### src/rtl/servo_pwm_array.sv
// Multi-channel servo PWM generator: one shared frame counter, per-channel position
// targets written through a two-stage pipeline, and per-frame (optionally slew-limited) pulse updates.
module servo_pwm_array #(
    parameter int CLK_FREQ  = 50000000,
    parameter int PWM_FREQ  = 50,
    parameter int CHANNELS  = 4,
    parameter int MIN_US    = 500,
    parameter int MAX_US    = 2500,
    parameter int SLEW_STEP = 0,
    localparam int CH_W     = (CHANNELS > 1) ? $clog2(CHANNELS) : 1
) (
    input  logic                clk_i,
    input  logic                reset_i,
    input  logic                enable_i,
    input  logic [CHANNELS-1:0] ch_enable_i,
    input  logic                wr_en_i,
    input  logic [CH_W-1:0]     wr_ch_i,
    input  logic [7:0]          wr_pos_i,
    output logic                wr_err_o,
    output logic                period_start_o,
    output logic [CHANNELS-1:0] servo_pwm_o
);

    localparam int P        = CLK_FREQ / PWM_FREQ;
    localparam int MIN_T    = CLK_FREQ / 1000000 * MIN_US;
    localparam int MAX_T    = CLK_FREQ / 1000000 * MAX_US;
    localparam int SPAN     = MAX_T - MIN_T;
    localparam int CENTER   = (MIN_T + MAX_T) / 2;
    localparam int CNT_W    = $clog2(P);
    localparam int ACT_W    = $clog2(MAX_T + 1);
    localparam int SPAN_W   = $clog2(SPAN + 1);
    localparam int PROD_W   = 8 + SPAN_W;
    localparam int STEP_C   = (SLEW_STEP > SPAN) ? SPAN : SLEW_STEP;

    localparam logic [CNT_W-1:0]  CNT_LAST = CNT_W'(P - 1);
    localparam logic [ACT_W-1:0]  CENTER_T = ACT_W'(CENTER);
    localparam logic [ACT_W-1:0]  MIN_TT   = ACT_W'(MIN_T);
    localparam logic [ACT_W-1:0]  STEP_T   = ACT_W'(STEP_C);
    localparam logic [PROD_W-1:0] SPAN_P   = PROD_W'(SPAN);
    localparam logic [PROD_W-1:0] DIV_P    = PROD_W'(255);
    localparam logic [CH_W:0]     CH_LIMIT = (CH_W + 1)'(CHANNELS);

    if (MIN_T < 1 || MAX_T >= P || MAX_T <= MIN_T) begin : g_bad_timing
        $error("servo_pwm_array: need 1 <= MIN_T < MAX_T < P");
    end

    logic [CNT_W-1:0]    cnt_q, cnt_d;
    logic                s1_valid_q;
    logic [CH_W-1:0]     s1_ch_q;
    logic [PROD_W-1:0]   s1_prod_q;
    logic [ACT_W-1:0]    target_q [CHANNELS];
    logic [ACT_W-1:0]    act_q    [CHANNELS];
    logic [ACT_W-1:0]    act_d    [CHANNELS];
    logic [CHANNELS-1:0] pwm_q, pwm_d;
    logic                period_start_q;
    logic                wr_err_q;

    logic                frame_edge;
    logic                wr_ok;
    logic [PROD_W-1:0]   wr_prod;
    logic [PROD_W-1:0]   quot;
    logic [ACT_W-1:0]    new_target;

    assign frame_edge = enable_i && (cnt_q == '0);
    assign wr_ok      = ({1'b0, wr_ch_i} < CH_LIMIT);
    assign wr_prod    = PROD_W'(wr_pos_i) * SPAN_P;
    // Division by a constant: exact floor for every code, no reciprocal rounding to verify.
    assign quot       = s1_prod_q / DIV_P;
    assign new_target = MIN_TT + ACT_W'(quot);

    always_comb begin
        cnt_d = cnt_q;
        if (!enable_i) begin
            cnt_d = '0;
        end else if (cnt_q == CNT_LAST) begin
            cnt_d = '0;
        end else begin
            cnt_d = cnt_q + 1'b1;
        end
    end

    // act only moves on the first cycle of a frame, so a running pulse is never reshaped.
    always_comb begin
        for (int i = 0; i < CHANNELS; i++) begin
            act_d[i] = act_q[i];
            if (frame_edge) begin
                if (SLEW_STEP == 0 || target_q[i] == act_q[i]) begin
                    act_d[i] = target_q[i];
                end else if (target_q[i] > act_q[i]) begin
                    act_d[i] = ((target_q[i] - act_q[i]) > STEP_T) ? act_q[i] + STEP_T : target_q[i];
                end else begin
                    act_d[i] = ((act_q[i] - target_q[i]) > STEP_T) ? act_q[i] - STEP_T : target_q[i];
                end
            end
        end
    end

    always_comb begin
        for (int i = 0; i < CHANNELS; i++) begin
            pwm_d[i] = enable_i && ch_enable_i[i] && (32'(cnt_q) < 32'(act_d[i]));
        end
    end

    always_ff @(posedge clk_i) begin
        if (reset_i) begin
            cnt_q          <= '0;
            s1_valid_q     <= 1'b0;
            s1_ch_q        <= '0;
            s1_prod_q      <= '0;
            wr_err_q       <= 1'b0;
            period_start_q <= 1'b0;
            pwm_q          <= '0;
            for (int i = 0; i < CHANNELS; i++) begin
                target_q[i] <= CENTER_T;
                act_q[i]    <= CENTER_T;
            end
        end else begin
            cnt_q          <= cnt_d;
            s1_valid_q     <= wr_en_i && wr_ok;
            s1_ch_q        <= wr_ch_i;
            s1_prod_q      <= wr_prod;
            wr_err_q       <= wr_en_i && !wr_ok;
            period_start_q <= frame_edge;
            pwm_q          <= pwm_d;
            for (int i = 0; i < CHANNELS; i++) begin
                if (s1_valid_q && (s1_ch_q == CH_W'(i))) begin
                    target_q[i] <= new_target;
                end
                act_q[i] <= act_d[i];
            end
        end
    end

    assign wr_err_o       = wr_err_q;
    assign period_start_o = period_start_q;
    assign servo_pwm_o    = pwm_q;

endmodule
### config.mk
export PLATFORM = sky130hd
export DESIGN_NAME = servo_pwm_array
export DESIGN_NICKNAME = d
export VERILOG_FILES = /design/src/rtl/servo_pwm_array.sv
export SDC_FILE = /design/constraint.sdc
export NUM_CORES = 1
export LEC_CHECK = 0
export ABC_CLOCK_PERIOD_IN_PS = 10300
export CAP_MARGIN = 10
export CORE_UTILIZATION = 58
export DETAILED_ROUTE_END_ITERATION = 7
export HOLD_SLACK_MARGIN = 0.12
export PLACE_DENSITY_LB_ADDON = 0.08
export SLEW_MARGIN = 20
export SYNTH_ARGS = -nofsm -noshare
export SYNTH_HDL_FRONTEND = slang
export SYNTH_SLANG_ARGS = --single-unit
### constraint.sdc
create_clock -name clk_i -period 10.3 [get_ports clk_i]
set_input_delay 1.545 -clock clk_i [delete_from_list [all_inputs] [get_ports clk_i]]
set_output_delay 1.545 -clock clk_i [all_outputs]
set_load 0.05 [all_outputs]
==> impl_metrics.toml <==
[layout]
utilization_pct = 71.6
layout_common_cells = "nor2_1 (152), buf_4 (145), ha_1 (120)"
stdcell_count = 1917
mostFrequentLayoutCell = "nor2_1"
drive_gt1_share_pct = 20.6
postLayoutCellArea_um2 = 16200
nFillCells = 1701
fin_nets = 1772
area_growth_pct = 21.4
antenna_cells = 0

[clock_network]
clk_latency_ns = 0.45
cts_tree = "done"
htree_num_levels = 4
numClockSinks = 184
cts_buffer_depth = 2
cts-root-buf = "clkbuf_16"
path_clk_slew_ns = 0.08
cts_buffers = 17
hold_buffers = 0

[critical_path]
critPathRequiredTime_ns = 10.49
path_buf_inv = 4
cp-end-kind = "register"
reg2reg_depth = 41
critPathTopFamily = "simple AND/OR/NAND/NOR gates"
cpMaxStageDelayCell = "or4b_4"
critPathMaxStageDelay_ns = 0.53
path_class = "reg -> reg"
startpoint_type = "register"
crit_arrival_ns = 10.39
crit_cells = 41
crit_path_max_fanout = 8

[detailed_routing]
remaining_drc_errors = 0
ant_nets = 0
viasPerCell = 6.03
dr_total_vias = 11600
wl_per_cell_um = 17.5
dr.pass1.iters = 6
drtIter0Drc = 902
wirelength_mm = 33.6

[floorplan]
die_x_um = 153
placementRows = 55
io_pins = 24
die_h_um = 153
start_util_pct = 58.9
core_area_um2 = 22600
die-area_um2 = 23500

[timing]
timing.final.crit_period_ns = 10.21
hold_ws_ns = 0.486
period_share_pct = 99.1
rsz0062_at_grt = "yes"
worst_slack_ns = 0.0935
skew_ns = 0.0173
tns_ns = 0
final-max-slew-violation-count = 0
hold_violations = 0
worst_slew_margin_rel_pct = 39.2
worst_pin_slew_ns = 0.913
clock.fmax_mhz = 98.0
setup_viol = 0

[job]
cap_violations = 0

[global_route]
grt_max_degree = 54
antenna_found_initial = 0
grt-ovfl-total = 0
grt.total_usage_pct = 27.9
grt_pass1_vias = 10900
grt_pass1_wl_mm = 53.6

[status]
status = "finished, final reports clean"

[placed_design]
place_ws_ns = -0.103
place_hpwl_mm = 24.4
dp.cells = 1841
gp_congestion = 0.984
dpl_cell_area_um2 = 14600
portBuffers = 22

[synth]
yosysWarnings = 0
synth_flop_cell = "dfxtp_1"
syn_avg_cell_area_um2 = 9.01
ys_ff_latch = 184
ys_seq_area_share_pct = 32.8
synth_cells = 1476
syn_area_um2 = 13300
synth_cell_types = 99
synth_edf_count = 68
async_flop_share_pct = 0

[pwr]
p_int_mw = 2.49
power_mw = 4.68
power.density_nw_per_um2 = 290
switching_share_pct = 46.7
clkPwrFrac_pct = 14.7
p_sw_mw = 2.19
comb_power_share_pct = 66.6
leakage_nw = 6.72
ir_drop_mv = 0.223
seqPwrFrac_pct = 18.7

[min_path]
hold_class = "reg -> reg"
holdPathStages = 2
## sequential cells by signal, indices dropped and copies added, names as in the netlist
name	cells
act_q	68
cnt_q	20
period_start_o	1
s1_ch_q	2
s1_prod_q	20
s1_valid_q	1
servo_pwm_o	4
target_q	68
## logic make-up (layout without fill, tap and decap cells)
family                   after synthesis  in the layout  share of synthesized area, %
adder cells (fa/ha/maj)              138            138                          13.6
AND/OR/NAND/NOR                      564            564                          21.9
flip-flops                           184            184                          32.8
buffers and inverters                122            277                          3.72
XOR/XNOR                              61             61                          4.30
AO/OA/AOI/OAI                        328            328                          17.7
multiplexers                          77             77                          5.91
other                                  2              3                        0.0564
## cells in the mapped netlist, drive strengths merged (21+ instances only)
library cell | n | area (µm²)
nand2 | 109 | 409
nand2b | 60 | 375
and2 | 26 | 163
nand4 | 21 | 131
nand3 | 41 | 223
nor2 | 157 | 592
o21ai | 65 | 325
buf | 22 | 120
ha | 123 | 1540
inv | 66 | 248
dfxtp | 116 | 2320
and3 | 26 | 163
xnor2 | 33 | 304
a21oi | 81 | 413
edfxtp | 68 | 2040
nor3 | 26 | 130
mux2i | 74 | 741
xor2 | 28 | 268
nor2b | 29 | 181
clkbuf | 34 | 128
## power groups by stage
stage,clock network (mW),logic [mW],registers [mW]
after floorplan,0,1.87,0.852
after global placement,0,2.69,0.880
final,0.690,3.12,0.874
after global routing,0.725,3.38,0.881
after CTS,0.696,2.74,0.866
after detailed placement,0,2.71,0.882
## path summary, 6_finish.rpt
kind / to / startpoint / slack, ns
max: target_q[1][0] / s1_prod_q[20] / 0.09
max reg2reg: target_q[1][0] / s1_prod_q[20] / 0.09
min: act_q[0][3] / act_q[0][3] / 0.49
min reg2reg: act_q[0][3] / act_q[0][3] / 0.49
## what timing repair did
item	4_1_cts	5_1_grt
endpoints found under the setup margin	8	50
pin swaps	4	64
gates resized for setup	13	133
setup buffers	2	43
## routing by layer
metal / GRT usage [%] / wire, µm
met2: 50.1 / 16600
met1: 34.9 / 14700
met3: 3.66 / 1460
met5: 0 / 0
met4: 8.19 / 795
## area by class of cell
cell class | count | area (µm²) | area share, %
Multi-Input combinational cell | 1171 | 9090 | 56.3
Timing Repair Buffer | 179 | 1440 | 8.94
Tap cell | 285 | 357 | 2.21
Inverter | 66 | 250 | 1.55
Clock inverter | 15 | 203 | 1.25
Clock buffer | 17 | 425 | 2.63
Sequential cell | 184 | 4390 | 27.1
## worst min-delay path: stages, from the launching register on
cell and delay, ns:
dfxtp_1 0.31, mux2i_1 0.08, nand2b_1 0.07
Note: power is estimated with default switching activity, not from simulation.
